[src/rtl/ps2_host_tx.sv]
// PS/2 host-to-device transmitter with a Wishbone-style register slave.
// Sends one command byte to a PS/2 device (inhibit, request-to-send,
// 8 data bits + odd parity + stop, device ACK). Raises int_o on completion
// or failure.
//
// Bus handshake: a request is cyc_i & stb_i. The slave answers with a
// one-cycle ack_o after one wait state. The register read/write takes
// effect on the edge that raises ack_o. dat_o is valid only while ack_o=1
// and is 0 otherwise. The master must hold the request until it sees ack_o.
module ps2_host_tx #(
    parameter int CLOCK_FREQ = 50000000,
    parameter int INHIBIT_US = 100,
    parameter int TIMEOUT_US = 15000,
    parameter int FILTER_LEN = 4
) (
    input  logic        clk_i,
    input  logic        rst_i,
    input  logic        cyc_i,
    input  logic        stb_i,
    input  logic        we_i,
    input  logic [3:0]  sel_i,
    input  logic [31:0] adr_i,
    input  logic [31:0] dat_i,
    output logic [31:0] dat_o,
    output logic        ack_o,
    output logic        int_o,
    input  logic        kb_clk_i,
    input  logic        kb_dat_i,
    output logic        kb_clk_oe_o,
    output logic        kb_dat_oe_o
);

    localparam int INH_CYC = CLOCK_FREQ / 1000000 * INHIBIT_US;
    localparam int TO_CYC  = CLOCK_FREQ / 1000000 * TIMEOUT_US;
    localparam int CNT_MAX = (INH_CYC > TO_CYC) ? INH_CYC : TO_CYC;
    localparam int CW      = $clog2(CNT_MAX + 1);
    localparam int FW      = $clog2(FILTER_LEN + 1);

    localparam logic [CW-1:0] INH_LAST = CW'(INH_CYC - 1);
    localparam logic [CW-1:0] TO_LAST  = CW'(TO_CYC - 1);
    localparam logic [CW-1:0] CNT_ONE  = CW'(1);
    localparam logic [FW-1:0] FLT_LAST = FW'(FILTER_LEN - 1);
    localparam logic [FW-1:0] FLT_ONE  = FW'(1);

    typedef enum logic [2:0] {
        S_IDLE     = 3'd0,
        S_INHIBIT  = 3'd1,
        S_REQ      = 3'd2,
        S_DATA     = 3'd3,
        S_ACK      = 3'd4,
        S_WAITIDLE = 3'd5
    } state_t;

    state_t          r_state;
    logic [CW-1:0]   r_cnt;
    logic [FW-1:0]   r_idle_cnt;
    logic [3:0]      r_bit;
    logic [9:0]      r_shift;
    logic [7:0]      r_txdata;
    logic            r_busy, r_done, r_noack, r_timeout, r_overrun, r_ien;
    logic            r_clk_s1, r_clk_s2, r_dat_s1, r_dat_s2;
    logic            r_clk_filt, r_fall;
    logic [FW-1:0]   r_flt_cnt;

    logic            w_bus, w_wr, w_tx_wr, w_st_wr, w_ct_wr;
    logic            w_flt_accept, w_in_frame, w_to_hit;
    logic [3:0]      w_bit_nx;
    logic [31:0]     w_rdata;
    logic            w_unused;

    assign w_bus        = cyc_i & stb_i & ~ack_o;
    assign w_wr         = w_bus & we_i & sel_i[0];
    assign w_tx_wr      = w_wr && (adr_i[3:2] == 2'd0);
    assign w_st_wr      = w_wr && (adr_i[3:2] == 2'd1);
    assign w_ct_wr      = w_wr && (adr_i[3:2] == 2'd2);
    assign w_flt_accept = (r_clk_s2 != r_clk_filt) && (r_flt_cnt == FLT_LAST);
    assign w_bit_nx     = r_bit + 4'd1;
    assign w_in_frame   = (r_state == S_REQ) || (r_state == S_DATA) ||
                          (r_state == S_ACK) || (r_state == S_WAITIDLE);
    assign w_to_hit     = w_in_frame && !r_fall && (r_cnt == TO_LAST);
    assign w_unused     = ^{sel_i[3:1], adr_i[31:4], adr_i[1:0], dat_i[31:8]};

    // Register read mux, sampled into dat_o on the ack edge.
    always_comb begin
        w_rdata = 32'd0;
        case (adr_i[3:2])
            2'd0:    w_rdata = {24'd0, r_txdata};
            2'd1:    w_rdata = {27'd0, r_overrun, r_timeout, r_noack, r_done, r_busy};
            2'd2:    w_rdata = {31'd0, r_ien};
            default: w_rdata = 32'd0;
        endcase
    end

    // Pin synchronizers and kb_clk glitch filter; r_fall pulses on accepted 1->0.
    always_ff @(posedge clk_i or negedge rst_i) begin
        if (!rst_i) begin
            r_clk_s1   <= 1'b0;
            r_clk_s2   <= 1'b0;
            r_dat_s1   <= 1'b0;
            r_dat_s2   <= 1'b0;
            r_clk_filt <= 1'b0;
            r_flt_cnt  <= '0;
            r_fall     <= 1'b0;
        end else begin
            r_clk_s1 <= kb_clk_i;
            r_clk_s2 <= r_clk_s1;
            r_dat_s1 <= kb_dat_i;
            r_dat_s2 <= r_dat_s1;
            r_fall   <= w_flt_accept & ~r_clk_s2;
            if (r_clk_s2 == r_clk_filt) begin
                r_flt_cnt <= '0;
            end else if (w_flt_accept) begin
                r_clk_filt <= r_clk_s2;
                r_flt_cnt  <= '0;
            end else begin
                r_flt_cnt <= r_flt_cnt + FLT_ONE;
            end
        end
    end

    // Bus slave, status/control registers and the transmit FSM. Hardware
    // status sets are written after the W1C clears so a same-cycle set wins.
    always_ff @(posedge clk_i or negedge rst_i) begin
        if (!rst_i) begin
            r_state     <= S_IDLE;
            r_cnt       <= '0;
            r_idle_cnt  <= '0;
            r_bit       <= 4'd0;
            r_shift     <= 10'd0;
            r_txdata    <= 8'd0;
            r_busy      <= 1'b0;
            r_done      <= 1'b0;
            r_noack     <= 1'b0;
            r_timeout   <= 1'b0;
            r_overrun   <= 1'b0;
            r_ien       <= 1'b0;
            ack_o       <= 1'b0;
            dat_o       <= 32'd0;
            int_o       <= 1'b0;
            kb_clk_oe_o <= 1'b0;
            kb_dat_oe_o <= 1'b0;
        end else begin
            ack_o <= w_bus;
            dat_o <= w_bus ? w_rdata : 32'd0;
            int_o <= r_ien & (r_done | r_noack | r_timeout);

            if (w_ct_wr) r_ien <= dat_i[0];
            if (w_st_wr) begin
                if (dat_i[1]) r_done    <= 1'b0;
                if (dat_i[2]) r_noack   <= 1'b0;
                if (dat_i[3]) r_timeout <= 1'b0;
                if (dat_i[4]) r_overrun <= 1'b0;
            end
            if (w_tx_wr && r_busy) r_overrun <= 1'b1;

            if (w_to_hit) begin
                // Device stopped clocking: abandon the frame.
                r_state     <= S_IDLE;
                kb_clk_oe_o <= 1'b0;
                kb_dat_oe_o <= 1'b0;
                r_timeout   <= 1'b1;
                r_busy      <= 1'b0;
            end else begin
                case (r_state)
                    S_IDLE: begin
                        kb_clk_oe_o <= 1'b0;
                        kb_dat_oe_o <= 1'b0;
                        if (w_tx_wr && !r_busy) begin
                            r_txdata    <= dat_i[7:0];
                            r_shift     <= {1'b1, ~^dat_i[7:0], dat_i[7:0]};
                            r_busy      <= 1'b1;
                            r_cnt       <= '0;
                            kb_clk_oe_o <= 1'b1;
                            r_state     <= S_INHIBIT;
                        end
                    end
                    S_INHIBIT: begin
                        if (r_cnt == INH_LAST) begin
                            kb_clk_oe_o <= 1'b0;
                            kb_dat_oe_o <= 1'b1;
                            r_cnt       <= '0;
                            r_state     <= S_REQ;
                        end else begin
                            r_cnt <= r_cnt + CNT_ONE;
                        end
                    end
                    S_REQ: begin
                        r_cnt <= r_fall ? '0 : r_cnt + CNT_ONE;
                        if (r_fall) begin
                            r_bit       <= 4'd0;
                            kb_dat_oe_o <= ~r_shift[0];
                            r_state     <= S_DATA;
                        end
                    end
                    S_DATA: begin
                        r_cnt <= r_fall ? '0 : r_cnt + CNT_ONE;
                        if (r_fall) begin
                            r_bit       <= w_bit_nx;
                            kb_dat_oe_o <= ~r_shift[w_bit_nx];
                            if (w_bit_nx == 4'd9) r_state <= S_ACK;
                        end
                    end
                    S_ACK: begin
                        r_cnt       <= r_fall ? '0 : r_cnt + CNT_ONE;
                        kb_dat_oe_o <= 1'b0;
                        if (r_fall) begin
                            if (r_dat_s2) r_noack <= 1'b1;
                            r_idle_cnt <= '0;
                            r_state    <= S_WAITIDLE;
                        end
                    end
                    S_WAITIDLE: begin
                        r_cnt <= r_fall ? '0 : r_cnt + CNT_ONE;
                        if (r_clk_s2 && r_dat_s2) begin
                            if (r_idle_cnt == FLT_LAST) begin
                                r_busy  <= 1'b0;
                                if (!r_noack) r_done <= 1'b1;
                                r_state <= S_IDLE;
                            end else begin
                                r_idle_cnt <= r_idle_cnt + FLT_ONE;
                            end
                        end else begin
                            r_idle_cnt <= '0;
                        end
                    end
                    default: begin
                        kb_clk_oe_o <= 1'b0;
                        kb_dat_oe_o <= 1'b0;
                        r_state     <= S_IDLE;
                    end
                endcase
            end
        end
    end

endmodule

[config.mk]
export PLATFORM = sky130hd
export DESIGN_NAME = ps2_host_tx
export DESIGN_NICKNAME = d
export VERILOG_FILES = /design/src/rtl/ps2_host_tx.sv
export SDC_FILE = /design/constraint.sdc
export NUM_CORES = 1
export LEC_CHECK = 0
export ABC_AREA = 0
export CELL_PAD_IN_SITES_DETAIL_PLACEMENT = 0
export CELL_PAD_IN_SITES_GLOBAL_PLACEMENT = 1
export CORE_UTILIZATION = 23
export CTS_CLUSTER_DIAMETER = 200
export DETAILED_ROUTE_END_ITERATION = 10
export GPL_ROUTABILITY_DRIVEN = 0
export PLACE_DENSITY = 0.61
export SYNTH_ARGS = -nofsm -noshare
export SYNTH_HDL_FRONTEND = slang
export SYNTH_SLANG_ARGS = --single-unit
export TNS_END_PERCENT = 30
[constraint.sdc]
create_clock -name clk_i -period 2.5 [get_ports clk_i]
set_input_delay 0.5 -clock clk_i [delete_from_list [all_inputs] [get_ports clk_i]]
set_output_delay 0.5 -clock clk_i [all_outputs]
set_load 0.02 [all_outputs]
======== After elaboration in Yosys (flattened, before gate mapping) ========
Cells that the tools add are included.
storage, ports and cells
  flip-flop bits (word level) ............. 99
  input bits .............................. 75
  logic and storage cells ................. 169
cells by class
  add/sub/neg operators ................... 4
  magnitude comparators ................... 1
  equal/unequal tests ..................... 29
  multiplexer cells ....................... 60
  bitwise gates (word level) .............. 14
  reduce and logical (&&, ||, !) cells .... 37
operator list
  kind                     number
  $mux W20                 3
  $pmux W20 S3             1
  $mux W3                  14
  $mux W32                 1
  $mux W1                  31
  $pmux W8 S3              1
  $add A20 B1 Y20 const B  1
  $eq A20 B13 Y1 const B   1
  $eq A20 B20 Y1 const B   1
  $ne A3 B3 Y1 const B     6
  $pmux W3 S6              1
  $reduce_and A4 Y1        4
  $eq A3 B2 Y1 const B     4
  $reduce_bool A2 Y1       6
  $ne A2 B2 Y1 const B     5
  $logic_and A1 B1 Y1      9
  $ne A3 B2 Y1 const B     3
  $mux W4                  2
  $pmux W4 S2              1
  $reduce_and A2 Y1        4
  $reduce_and A8 Y1        1
  $reduce_xnor A8 Y1       1
  $add A3 B1 Y3 const B    2
  $and A1 B1 Y1            6
  24 further kinds         36

======== Logic depth before layout (Yosys ltp) ========
  depth in word-level cells ............... 11
  gate-level depth with buffers ........... 9

======== Worst setup path before layout ========
Ideal clock, no wire load.
  kind .................................... flip-flop to flip-flop
  start ................................... register r_bit[0]
  end ..................................... register kb_dat_oe_o
  library setup time ...................... 0.094 ns
  arrival ................................. 1.961 ns
  data required time ...................... 2.406 ns
  path slack .............................. 0.445 ns
  stages on the path, launching flop included .. 9
  period minus slack after synthesis ...... 2.055 ns
  path through ............................ dfrtp_1 -> clkbuf_1 -> inv_1 -> ha_1 -> mux4_2 -> mux2_2 -> nand4_1 -> nand3_1 -> a211oi_1
between the ends
  word-level cells in the longest chain between the ends .. 7
RTL lines
  what                           RTL line  source
  start: declaration             57        logic [3:0] r_bit;
  start signal: assignment       198       r_bit <= w_bit_nx;
  $add A4 B1 Y4                  77        assign w_bit_nx = r_bit + 4'd1;
  $bmux W1 S4                    199       kb_dat_oe_o <= ~r_shift[w_bit_nx];
  $mux W1 (implied by the code)  199
  $not A1 Y1                     199
  $mux W1                        197       if (r_fall) begin
  $pmux W1 S4                    164       case (r_state)
  $mux W1                        156       if (w_to_hit) begin
  end signal: assignment         191       kb_dat_oe_o <= ~r_shift[0];
  end signal: assignment         199
  end: declaration               30        output logic kb_dat_oe_o
No other way between the ends. The select of a mux whose other input is x is not followed.
A chain may end at the register's enable or synchronous reset.

======== Worst setup path in the final report ========
  start ................................... input stb_i
  end ..................................... register r_cnt[11]
between the ends
  word-level cells in the longest chain between the ends .. 8
RTL lines
  what                                RTL line  source
  start: declaration                  19        input logic stb_i,
  $and A1 B1 Y1 (2 in series)         71        assign w_bus = cyc_i & stb_i & ~ack_o;
  $and A1 B1 Y1 (2 in series)         72        assign w_wr = w_bus & we_i & sel_i[0];
  $logic_and A1 B1 Y1                 73        assign w_tx_wr = w_wr && (adr_i[3:2] == 2'd0);
  $logic_and A1 B1 Y1                 168       if (w_tx_wr && !r_busy) begin
  $ne A2 B2 Y1 (no source line)       --
  $reduce_and A3 Y1 (no source line)  --
  end signal: assignment              184       r_cnt <= r_cnt + CNT_ONE;
  end signal: assignment              188       r_cnt <= r_fall ? '0 : r_cnt + CNT_ONE;
  end signal: assignment              196       r_cnt <= r_fall ? '0 : r_cnt + CNT_ONE;
  end: declaration                    55        logic [CW-1:0] r_cnt;
No other way between the ends.

==> out/metrics.csv <==
stage,metric,value,unit
layout,multi_input_area,1769,um2
place,dp_hpwl,6.300,mm
pwr,p_per_area,920.0,nW/um2
clocking,cts_buffers,9,
layout,final_cell_mix,"dfrtp_1, nand2_1, clkdlybuf4s50_1, nor2_1, buf_4",
detailed_routing,wl_met2,3.953,mm
die,die_area,16400,um2
sta,max_freq,428.1,MHz
sta,finalCriticalPeriod,2336,ps
yosys,synth-seq-area-share,45.86,%
clocking,cts_root_buffer,clkbuf_16,
detailed_routing,route.met3.wl,421,um
sta,hold_violations,0,
die,initial_core_util,23.79,%
clocking,cts_buffer_depth,2,
detailed_routing,antenna_left,0,
setup_path,startpoint_type,input pin,
layout,final_area,4552,um2
yosys,synth_edf_count,0,
clocking,cts_tree,done,
setup_path,path_max_fanout,9,
sta,clock_skew,5.193,ps
place,placed_area,4248,um2
grt,grt_pass1_vias,2832,
die,fp.coreArea,15370,um2
layout,nFillCells,1604,
yosys,ys_types,56,
detailed_routing,wl_met1,3.919,mm
detailed_routing,routedWlPerCell,13.14,um
place,placed_cells,629,
die,io-pin-count,111,
layout,fin_cells,645,
place,port-buffer-count,29,
run_status,outcome,"complete, no violations",
sta,tightestPinTransition,571.7,ps
die,rows,45,
grt,grt_pass1_wl,14.29,mm
sta,whs,161.1,ps
layout,drive_above_1_share,14.98,%
setup_path,worstSetupPathType,input pin to register,
layout,diodes,0,
detailed_routing,highest-signal-layer,met4,
yosys,postSynth.asyncResetShare,100.0,%
clocking,post_cts_buffers,0,
sta,slew_headroom,61.88,%
clocking,clkLatencyLatePin,340,ps
setup_path,critPathArrivalTime,2540,ps
yosys,synth_seq_cells,67,
detailed_routing,wirelength,8.475,mm
sta,drv_slew,0,
clocking,hold_buffers,0,
detailed_routing,vias,2870,
setup_path,required,2710,ps
clocking,path_clk_slew,60,ps
die,fp.dieH,128.1,um
pwr,power.leakage,0.002001,uW
sta,rsz0062_at_grt,no,
layout,area_growth,24.50,%
yosys,syn-mean-instance-area,9.672,um2
yosys,syn-cell-area,3656,um2
worst_hold_path,hp-class,input pin to asynchronous set/reset pin,
pwr,peakVddDrop,0.0004264,V
sta,setup_tns,0,ps
yosys,synth_ff_type,dfrtp_1,
sta,setup_violations,0,
clocking,numClockSinks,67,
grt,overflow,0,
die,die_x,128.1,um
grt,grt_max_degree,26,
clocking,cts.repair.resized,0,
yosys,ys_warn_count,0,
detailed_routing,dr.pass1.iters,4,
sta,fin_crit_sh,93.43,%
grt,grt_usage,11.25,%
layout,regArea,1677,um2
flow_run,maxCapViolations,0,
detailed_routing,vias_per_cell,4.450,
yosys,syn_inst,378,
clocking,cts_htree_levels,3,
grt,antenna_found_initial,0,
detailed_routing,drt-initial-drc-count,127,
layout,utilization,29.61,%
setup_path,endpoint_kind,register,
detailed_routing,route.detailed.drc,0,
layout,layout.nets,510,
layout,final_common_cell,dfrtp_1,
flip-flops by register name, indices dropped and copies added, names as in the netlist, 3 cells and up:
signal and count:
r_cnt 20, r_shift 10, dat_o 8, r_bit 4
r_flt_cnt 3, r_idle_cnt 3, r_state 3
final timing paths:
check	slack (ps)	depth (start not counted)	start	to
max in group asynchronous	1660	2	rst_i	r_cnt[12]$_DFFE_PN0P_
worst min register to register	340	0	r_dat_s1$_DFF_PN0_	r_dat_s2$_DFF_PN0_
min in group clk_i	340	0	r_dat_s1$_DFF_PN0_	r_dat_s2$_DFF_PN0_
worst max register to register	280	8	r_cnt[11]$_DFFE_PN0P_	r_cnt[19]$_DFFE_PN0P_
worst max-delay path	160	9	stb_i	r_cnt[11]$_DFFE_PN0P_
worst min-delay path	160	1	rst_i	dat_o[4]$_DFF_PN0_
through the flow:
step	setup WS (ps)	power (uW)
6_report	164.2	4188
5_1_grt	6.207	4479
4_1_cts	158.4	4242
3_5_place_dp	-184.3	2927
3_3_place_gp	-118.1	2908
2_1_floorplan	445.3	2349
Yosys cell counts (6+ instances only):
master	instances	area [um2]
dfrtp_1	67	1677
nand2_1	36	135.1
buf_4	25	187.7
nor2_1	25	93.84
o21ai_0	24	120.1
a21oi_1	12	60.06
inv_1	12	45.04
nand3_1	12	60.06
mux2_2	11	123.9
nor2b_1	10	62.56
nor3_1	10	50.05
o31ai_1	9	67.56
xnor2_1	9	78.83
and2_1	8	50.05
a22o_1	7	61.31
mux2i_1	7	70.07
ha_1	6	75.07
nand2b_1	6	37.54
nand4_1	6	37.54
logic make-up after synthesis:
| group | after synthesis | synth area share [%] |
|---|---|---|
| DFF | 67 | 45.86 |
| other | 1 | 0.1026 |
| buffers and inverters | 50 | 8.110 |
| xor gates and xnor gates | 10 | 2.396 |
| and+or+nand+nor | 140 | 19.75 |
| adders and majority gates | 6 | 2.053 |
| AOI/OAI and AO/OA | 84 | 15.20 |
| muxes | 20 | 6.537 |
critical path, stage by stage:
cell             delay (ps)
clkdlybuf4s50_1         460
nand3b_1                190
o41ai_2                 350
buf_4                   170
nand2_1                  90
or2_1                   310
buf_4                   200
o21ai_0                 160
o21ai_0                 110
per-layer routing:
| metal | vias up | track usage (%) |
|---|---|---|
| li1 | 1394 | - |
| met1 | 1385 | 13.69 |
| met2 | 75 | 18.45 |
| met3 | 16 | 3.297 |
| met4 | 0 | 4.844 |
| met5 | - | 0 |
power breakdown:
group          total (uW)  internal, uW  leakage [uW]  switching (uW)
sequential           1330          1210      0.000894             122
combinational        1580           703      0.000958             874
clock                1280           798      0.000148             486
cell type report:
| class | instances | share of cell area (%) |
|---|---|---|
| tap | 211 | 5.800 |
| clock inverter | 6 | 1.429 |
| multi-input combinational | 284 | 38.87 |
| sequential | 67 | 36.83 |
| clock buffer | 10 | 5.250 |
| inverter | 12 | 0.9896 |
| timing repair buffer | 55 | 10.83 |
No activity file was read; power rests on OpenSTA's default activity.
